==> config.mk <==
export PLATFORM = sky130hd
export DESIGN_NAME = beam_delay_scheduler
export DESIGN_NICKNAME = d
export VERILOG_FILES = /design/src/rtl/beam_delay_scheduler.sv
export SDC_FILE = /design/constraint.sdc
export NUM_CORES = 1
export LEC_CHECK = 0
export ABC_CLOCK_PERIOD_IN_PS = 2310
export CAP_MARGIN = 10
export CORE_ASPECT_RATIO = 0.8
export CORE_MARGIN = 2
export CORE_UTILIZATION = 48
export DETAILED_ROUTE_END_ITERATION = 7
export PLACE_DENSITY = 0.75
export REMOVE_ABC_BUFFERS = 1
export SYNTH_ARGS = -nofsm -noshare
export SYNTH_HDL_FRONTEND = slang
export SYNTH_SLANG_ARGS = --single-unit
==> constraint.sdc <==
create_clock -name clk -period 2.31 [get_ports clk]
set_clock_uncertainty 0.2 [all_clocks]
set_input_delay 0.231 -clock clk [delete_from_list [all_inputs] [get_ports clk]]
set_output_delay 0.231 -clock clk [all_outputs]
set_load 0.005 [all_outputs]
==> src/rtl/beam_delay_scheduler.sv <==
// Per-channel delay index controller: host writes go to shadow registers and are committed to the active set at a ws falling edge.
// Optional macro DELAY_RAMP_EN: the active indices step one count per frame toward the committed targets instead of jumping.
module beam_delay_scheduler #(
    parameter int NUM_CH = 8,
    parameter int IDX_W  = 4,
    parameter int SEL_W  = 4,
    parameter int CNT_W  = 8
) (
    input  logic                      clk,
    input  logic                      reset,
    input  logic                      ws,
    input  logic                      cfg_valid,
    output logic                      cfg_ready,
    input  logic [SEL_W-1:0]          cfg_sel,
    input  logic [IDX_W-1:0]          cfg_index,
    input  logic                      commit_req,
    output logic                      commit_done,
    output logic                      armed,
    output logic                      sel_err,
    output logic [NUM_CH*IDX_W-1:0]   delay_active,
    output logic [CNT_W-1:0]          frame_count
);
    localparam int              CH_W     = (NUM_CH > 1) ? $clog2(NUM_CH) : 1;
    localparam logic [SEL_W:0]  NUM_CH_S = (SEL_W+1)'(NUM_CH);
    localparam logic [CNT_W-1:0] CNT_MAX = {CNT_W{1'b1}};

    typedef enum logic [1:0] {
        ST_IDLE  = 2'd0,
        ST_ARMED = 2'd1,
        ST_APPLY = 2'd2,
        ST_RAMP  = 2'd3
    } state_t;

    state_t             state_r;
    state_t             state_s;
    logic [IDX_W-1:0]   shadow_r [NUM_CH];
    logic [IDX_W-1:0]   active_r [NUM_CH];
    logic               ws_d_r;
    logic               fb_s;
    logic               sel_ok_s;
    logic [CH_W-1:0]    sel_idx_s;
    logic               wr_en_s;
    logic               err_set_s;
    logic               apply_s;
    logic               done_s;
    logic               cfg_ready_r;
    logic               armed_r;
    logic               commit_done_r;
    logic               sel_err_r;
    logic [CNT_W-1:0]   frame_count_r;
`ifdef DELAY_RAMP_EN
    logic [IDX_W-1:0]   target_r [NUM_CH];
    logic               all_match_s;
    logic               step_s;
`endif

    assign fb_s      = ws_d_r & ~ws;
    assign sel_ok_s  = ({1'b0, cfg_sel} < NUM_CH_S);
    assign sel_idx_s = cfg_sel[CH_W-1:0];

`ifdef DELAY_RAMP_EN
    // Ramp completes once every active index has reached its target.
    always_comb begin
        all_match_s = 1'b1;
        for (int k = 0; k < NUM_CH; k++) begin
            if (active_r[k] != target_r[k]) begin
                all_match_s = 1'b0;
            end else begin
                all_match_s = all_match_s;
            end
        end
    end
`endif

    // FSM state register.
    always_ff @(posedge clk) begin
        if (reset) begin
            state_r <= ST_IDLE;
        end else begin
            state_r <= state_s;
        end
    end

    // Next-state and datapath strobes.
    always_comb begin
        state_s   = state_r;
        wr_en_s   = 1'b0;
        err_set_s = 1'b0;
        apply_s   = 1'b0;
        done_s    = 1'b0;
`ifdef DELAY_RAMP_EN
        step_s    = 1'b0;
`endif
        case (state_r)
            ST_IDLE: begin
                if (cfg_valid) begin
                    wr_en_s   = sel_ok_s;
                    err_set_s = ~sel_ok_s;
                end else begin
                    wr_en_s   = 1'b0;
                    err_set_s = 1'b0;
                end
                // A same-cycle write lands in the shadow before the commit is taken.
                if (commit_req) begin
                    state_s = ST_ARMED;
                end else begin
                    state_s = ST_IDLE;
                end
            end
            ST_ARMED: begin
                if (fb_s) begin
                    state_s = ST_APPLY;
                end else begin
                    state_s = ST_ARMED;
                end
            end
            ST_APPLY: begin
                apply_s = 1'b1;
`ifdef DELAY_RAMP_EN
                state_s = ST_RAMP;
`else
                state_s = ST_IDLE;
                done_s  = 1'b1;
`endif
            end
            ST_RAMP: begin
`ifdef DELAY_RAMP_EN
                if (all_match_s) begin
                    state_s = ST_IDLE;
                    done_s  = 1'b1;
                end else begin
                    state_s = ST_RAMP;
                    step_s  = fb_s;
                end
`else
                state_s = ST_IDLE;
`endif
            end
            default: begin
                state_s = ST_IDLE;
            end
        endcase
    end

    // Status outputs registered from the next state so they line up with state_r.
    always_ff @(posedge clk) begin
        if (reset) begin
            cfg_ready_r   <= 1'b1;
            armed_r       <= 1'b0;
            commit_done_r <= 1'b0;
            ws_d_r        <= 1'b0;
        end else begin
            cfg_ready_r   <= (state_s == ST_IDLE);
            armed_r       <= (state_s != ST_IDLE);
            commit_done_r <= done_s;
            ws_d_r        <= ws;
        end
    end

    // Sticky select error and saturating frames-since-commit counter.
    always_ff @(posedge clk) begin
        if (reset) begin
            sel_err_r     <= 1'b0;
            frame_count_r <= '0;
        end else begin
            if (apply_s) begin
                sel_err_r <= 1'b0;
            end else if (err_set_s) begin
                sel_err_r <= 1'b1;
            end else begin
                sel_err_r <= sel_err_r;
            end
            if (apply_s) begin
                frame_count_r <= '0;
            end else if (fb_s && (frame_count_r != CNT_MAX)) begin
                frame_count_r <= frame_count_r + CNT_W'(1);
            end else begin
                frame_count_r <= frame_count_r;
            end
        end
    end

    // Shadow write port.
    always_ff @(posedge clk) begin
        if (reset) begin
            for (int k = 0; k < NUM_CH; k++) begin
                shadow_r[k] <= '0;
            end
        end else if (wr_en_s) begin
            shadow_r[sel_idx_s] <= cfg_index;
        end else begin
            shadow_r <= shadow_r;
        end
    end

`ifdef DELAY_RAMP_EN
    // Targets latch the shadow at APPLY; active walks toward them one step per frame.
    always_ff @(posedge clk) begin
        if (reset) begin
            for (int k = 0; k < NUM_CH; k++) begin
                target_r[k] <= '0;
                active_r[k] <= '0;
            end
        end else begin
            if (apply_s) begin
                target_r <= shadow_r;
            end else begin
                target_r <= target_r;
            end
            for (int k = 0; k < NUM_CH; k++) begin
                if (step_s && (active_r[k] < target_r[k])) begin
                    active_r[k] <= active_r[k] + IDX_W'(1);
                end else if (step_s && (active_r[k] > target_r[k])) begin
                    active_r[k] <= active_r[k] - IDX_W'(1);
                end else begin
                    active_r[k] <= active_r[k];
                end
            end
        end
    end
`else
    // All channels take the shadow set on the same edge.
    always_ff @(posedge clk) begin
        if (reset) begin
            for (int k = 0; k < NUM_CH; k++) begin
                active_r[k] <= '0;
            end
        end else if (apply_s) begin
            active_r <= shadow_r;
        end else begin
            active_r <= active_r;
        end
    end
`endif

    // Flatten the active set onto the output bus.
    always_comb begin
        delay_active = '0;
        for (int k = 0; k < NUM_CH; k++) begin
            delay_active[k*IDX_W +: IDX_W] = active_r[k];
        end
    end

    assign cfg_ready   = cfg_ready_r;
    assign armed       = armed_r;
    assign commit_done = commit_done_r;
    assign sel_err     = sel_err_r;
    assign frame_count = frame_count_r;

endmodule

==> impl_metrics.yaml, run 1 <==
outcome:
  outcome: "finished, final reports clean"
logic_synthesis:
  synth_edf_count: 0
  synth_ff_type: "dfxtp_1"
  ys_seq_area_frac: 0.563
  ys_ff_latch: 79
  syn-cell-area_um2: 2810
  synth_cells: 260
  synth_cell_type_count: 33
  async_flop_share: 0
  syn_avg_cell_area_um2: 10.8
  yosysWarningCount: 0
clock_network:
  post_cts_buffers: 0
  cts_hold_repair.buffers: 0
  cts.clk_slew.worst_paths_ns: 0.07
  cts_buffers: 9
  cts_tree: "done"
  cts_root_buffer: "clkbuf_8"
  clockBufferDepth: 2
  postCtsResizedCells: 0
  clkSinkCount: 79
  clkLatencyLatePin_ns: 0.35
  htree_levels: 3
detailed_routing:
  avgViaCountPerCell: 5.33
  wl_um: 5990
  detail_route.iter0.violations: 187
  vias: 2136
  first_pass_iters: 4
  wire_per_inst_um: 14.9
  detail-route-antenna-nets: 0
  drc_errors: 0
worst_setup_path:
  slowest_delay_ns: 0.56
  start_kind: "register"
  required_ns: 2.32
  cp_slowest_cell: "nor4b_4"
  critPathKind: "reg -> reg"
  crit_fanout: 8
  worstPathCellList: "nor4b_4, nand4b_1, mux2i_1"
  crit_arrival_ns: 1.87
  critPathCaptureType: "register"
floorplan:
  dieArea_um2: 6490
  fp-row-count: 24
  die_w_um: 89.5
  die_h_um: 72.4
  ios: 57
  coreArea_um2: 5560
  initial_core_util: 0.506
worst_hold_path:
  hold_class: "reg -> reg"
sta:
  max_freq_ghz: 0.537
  relSlewSlack: 0.651
  setup_tns_ns: 0
  fin_crit_sh: 0.805
  setup_viol: 0
  fin_crit_ns: 1.86
  slew_violations: 0
  finalHoldViolations: 0
  rsz0062_at_grt: "no"
  max_slew.worst_pin.slew_ns: 0.522
final_layout:
  regArea_um2: 1580
  finalNetCount: 333
  fill_cells: 450
  drive_gt1_frac: 0.0743
  diodes: 0
  synthToLayoutAreaGrowth_pct: 30.9
  multi_input_comb_area_um2: 1150
  instances_no_fill: 401
run:
  maxCapViolations: 0
grt:
  grt_overflow: 0
  track_usage: 0.201
  grt_pass1_vias: 2028
  grt_first_pass_wirelength_um: 9760
  grt_max_degree: 34
  antenna_found_initial: 0
placed_design:
  dp_cells: 386
  hpwl_um: 4000
  io_buffers: 56
  place_congestion: 0.818
power:
  vdd_drop_max_mv: 0.446
  p_leak_uw: 0.00152
  p_per_area_nw_per_um2: 711
==> cells in the final DEF, fill, tap and decap left out, types with 2 or more instances in the layout <==
cell	n
o2111a_1	2
nor2b_1	3
clkbuf_8	10
nor3_1	3
and3_1	2
nand2_1	37
inv_1	5
a21oi_1	6
a22o_1	32
buf_4	6
mux2i_1	35
dfxtp_1	79
a211oi_1	2
and4b_1	2
nor2_1	6
nand3_1	9
bufinv_16	2
clkdlybuf4s50_1	56
nand3b_1	3
nand4_1	3
nand2b_1	2
==> worst max-delay path: cells and delay by family, from the launching register on <==
family | cells | cell delay, ns
multiplexers | 1 | 0.21
AND/OR/NAND/NOR | 2 | 0.93
flip-flops | 1 | 0.39
==> cells by family after synthesis <==
group	share of synthesized area
flip-flops	0.563
AND/OR/NAND/NOR	0.143
AO/OA/AOI/OAI	0.136
multiplexers	0.125
buffers and inverters	0.0289
adder cells (fa/ha/maj)	0.00445
==> metal layers <==
| layer | up-vias | part of all wire | global-route usage |
|---|---|---|---|
| met2 | 57 | 0.47 | 0.296 |
| met3 | 4 | 0.056 | 0.0853 |
| li1 | 1065 | - | - |
| met5 | - | 0 | 0 |
| met4 | 0 | 0.0060 | 0.0647 |
| met1 | 1010 | 0.47 | 0.266 |
==> path summary, 6_finish.rpt <==
check                    start            to  slack (ns)  cells after the start
hold / removal    shadow_r[22]  shadow_r[22]        0.26                      2
hold reg to reg   shadow_r[22]  shadow_r[22]        0.26                      2
setup reg to reg    state_r[1]   shadow_r[4]        0.45                      3
setup / recovery    state_r[1]   shadow_r[4]        0.45                      3
==> synth_stat cells (all sizes together), types with 2 or more instances <==
| cell type | count | area share |
|---|---|---|
| a211oi | 2 | 0.0053 |
| a21oi | 7 | 0.012 |
| a22o | 32 | 0.10 |
| and3 | 2 | 0.0045 |
| and4b | 2 | 0.0071 |
| buf | 4 | 0.0071 |
| clkbuf | 10 | 0.014 |
| dfxtp | 79 | 0.56 |
| inv | 5 | 0.0067 |
| mux2i | 35 | 0.12 |
| nand2 | 37 | 0.049 |
| nand2b | 2 | 0.0045 |
| nand3 | 9 | 0.016 |
| nand3b | 3 | 0.0080 |
| nand4 | 3 | 0.0067 |
| nor2 | 7 | 0.0094 |
| nor2b | 3 | 0.0067 |
| nor3 | 3 | 0.0053 |
| nor4b | 2 | 0.012 |
| o2111a | 2 | 0.0080 |
==> metrics by stage <==
step	power (uW)	setup slack, ns	cell area, um2	hold slack [ns]	util
after floorplan	1470	0.0590	2750	0.103	-
after global placement	1530	0.231	3460	0.247	0.623
after detailed placement	1530	0.212	3460	0.252	0.623
after CTS	2640	0.458	3680	0.265	0.662
after global routing	2720	0.375	3680	0.288	0.662
final	2610	0.449	3680	0.260	0.662
==> state kept, by name (all words and copies together), names as in the netlist <==
register and flops:
armed 1, cfg_ready 1, commit_done 1, delay_active 32, frame_count 8, sel_err 1
shadow_r 32, state_r 2, ws_d_r 1
==> power by group <==
part           internal [uW]  switching [uW]  leakage (uW)
registers               1370            9.28      0.000638
logic                   52.0            66.8      0.000776
clock network            634             479      0.000109
==> final cells by class <==
class | count | area share
timing repair buffer | 62 | 0.165
clock inverter | 5 | 0.0221
inverter | 6 | 0.00612
clock buffer | 10 | 0.0374
multi-input combinational | 161 | 0.313
tap | 78 | 0.0265
sequential | 79 | 0.430
Note: power is estimated with default switching activity, not from simulation.
==> run 2, diff against run 1 <==
- ABC_CLOCK_PERIOD_IN_PS: 2310 -> 1900
- clock period: 2.31 -> 1.9 ns (I/O delays scaled with it)
==> impl_metrics.yaml, run 2 (same netlist as run 1, synthesis figures left out) <==
detailed_routing:
  drc_errors: 0
  first_pass_iters: 4
  avgViaCountPerCell: 5.36
  wl_um: 5870
  detail_route.iter0.violations: 169
  detail-route-antenna-nets: 0
  vias: 2155
  wire_per_inst_um: 14.6
worst_setup_path:
  slowest_delay_ns: 0.57
  crit_arrival_ns: 1.40
  r2r_start: "state_r[1]"
  critPathCaptureType: "output port"
  r2r_slack_ns: 0.20
  worst-path-buf-inv: 1
  cp_top_family: "buffers and inverters"
  worstPathCellList: "clkdlybuf4s50_1"
  cp_slowest_cell: "clkdlybuf4s50_1"
  crit_fanout: 10
  cp-startpoint: "frame_count[2]"
  required_ns: 1.51
  critPathKind: "reg -> out"
  start_kind: "register"
clock_network:
  cts_tree: "done"
  cts_hold_repair.buffers: 0
  clkSinkCount: 79
  cts_root_buffer: "clkbuf_8"
  cts_buffers: 9
  clockBufferDepth: 2
  clkLatencyLatePin_ns: 0.34
  post_cts_buffers: 0
  htree_levels: 3
  postCtsResizedCells: 0
  cts.clk_slew.worst_paths_ns: 0.08
power:
  p_switching_uw: 676
  p_per_area_nw_per_um2: 816
  vdd_drop_max_mv: 0.632
  netSwitchingFraction: 0.225
  clkPwrFrac: 0.391
  p_comb_frac: 0.050
  totalPowerFinal_uw: 3010
  p_int_uw: 2340
  pwr-share-seq: 0.558
  p_leak_uw: 0.00152
final_layout:
  regArea_um2: 1580
  layout_commonest_cell: "dfxtp_1"
  instances_no_fill: 402
  fin_area_um2: 3690
  finalNetCount: 334
  synthToLayoutAreaGrowth_pct: 31.4
  multi_input_comb_area_um2: 1150
  diodes: 0
  final_cell_mix: "dfxtp_1 (79), clkdlybuf4s50_1 (56), nand2_1 (37)"
  fill_cells: 442
  drive_gt1_frac: 0.0772
sta:
  max_slew.worst_pin.slew_ns: 0.377
  rsz0062_at_grt: "no"
  max_freq_ghz: 0.558
  fin_crit_sh: 0.943
  fin_crit_ns: 1.79
  finalHoldViolations: 0
  slew_violations: 0
  setup_viol: 0
  relSlewSlack: 0.748
floorplan:
  dieArea_um2: 6490
  die_w_um: 89.5
  die_h_um: 72.4
  coreArea_um2: 5560
  fp-row-count: 24
  ios: 57
  initial_core_util: 0.506
run:
  maxCapViolations: 0
placed_design:
  io_buffers: 56
  place_congestion: 0.799
  placed_area_um2: 3510
  dp_cells: 387
  hpwl_um: 3940
grt:
  grt_first_pass_wirelength_um: 9760
  grt_overflow: 0
  track_usage: 0.199
  grt_pass1_vias: 1993
  grt_max_degree: 34
  antenna_found_initial: 0
outcome:
  outcome: "finished, final reports clean"
worst_hold_path:
  hp-start: "shadow_r[16]"
  hold_class: "reg -> reg"
-- run 2: stage by stage --
step,hold WS [ns],utilization,TNS [ns],setup WS (ns)
2_1_floorplan,0.0616,-,-11.43,-0.351
3_3_place_gp,0.248,0.631,0,0.0570
3_5_place_dp,0.254,0.631,0,0.00745
4_1_cts,0.266,0.665,0,0.0962
5_1_grt,0.283,0.665,0,0.0447
6_report,0.261,0.665,0,0.108
-- run 2: per-layer routing --
layer / track usage / share of wire
met3: 0.0762 / 0.061
met2: 0.297 / 0.46
met1: 0.275 / 0.47
met4: 0.0415 / 0.0036
met5: 0 / 0
-- run 2: layout make-up --
type / count / share of cell area
Clock buffer: 9 / 0.0335
Clock inverter: 6 / 0.0169
Inverter: 6 / 0.00610
Multi-Input combinational cell: 161 / 0.312
Sequential cell: 79 / 0.428
Tap cell: 78 / 0.0264
Timing Repair Buffer: 63 / 0.176
-- run 2: path summary, 6_finish.rpt --
check,to,cells past startpoint
setup / recovery,frame_count[2],1
hold / removal,shadow_r[16],2
setup reg to reg,shadow_r[2],4
hold reg to reg,shadow_r[16],2
-- run 2: power by group through the flow --
stage / Combinational [uW] / Clock (uW) / Sequential, uW
floorplan: 64.0 / 0 / 1720
global placement: 151 / 0 / 1720
CTS: 152 / 1210 / 1680
finish: 152 / 1180 / 1680
detailed placement: 152 / 0 / 1720
global route: 166 / 1290 / 1680
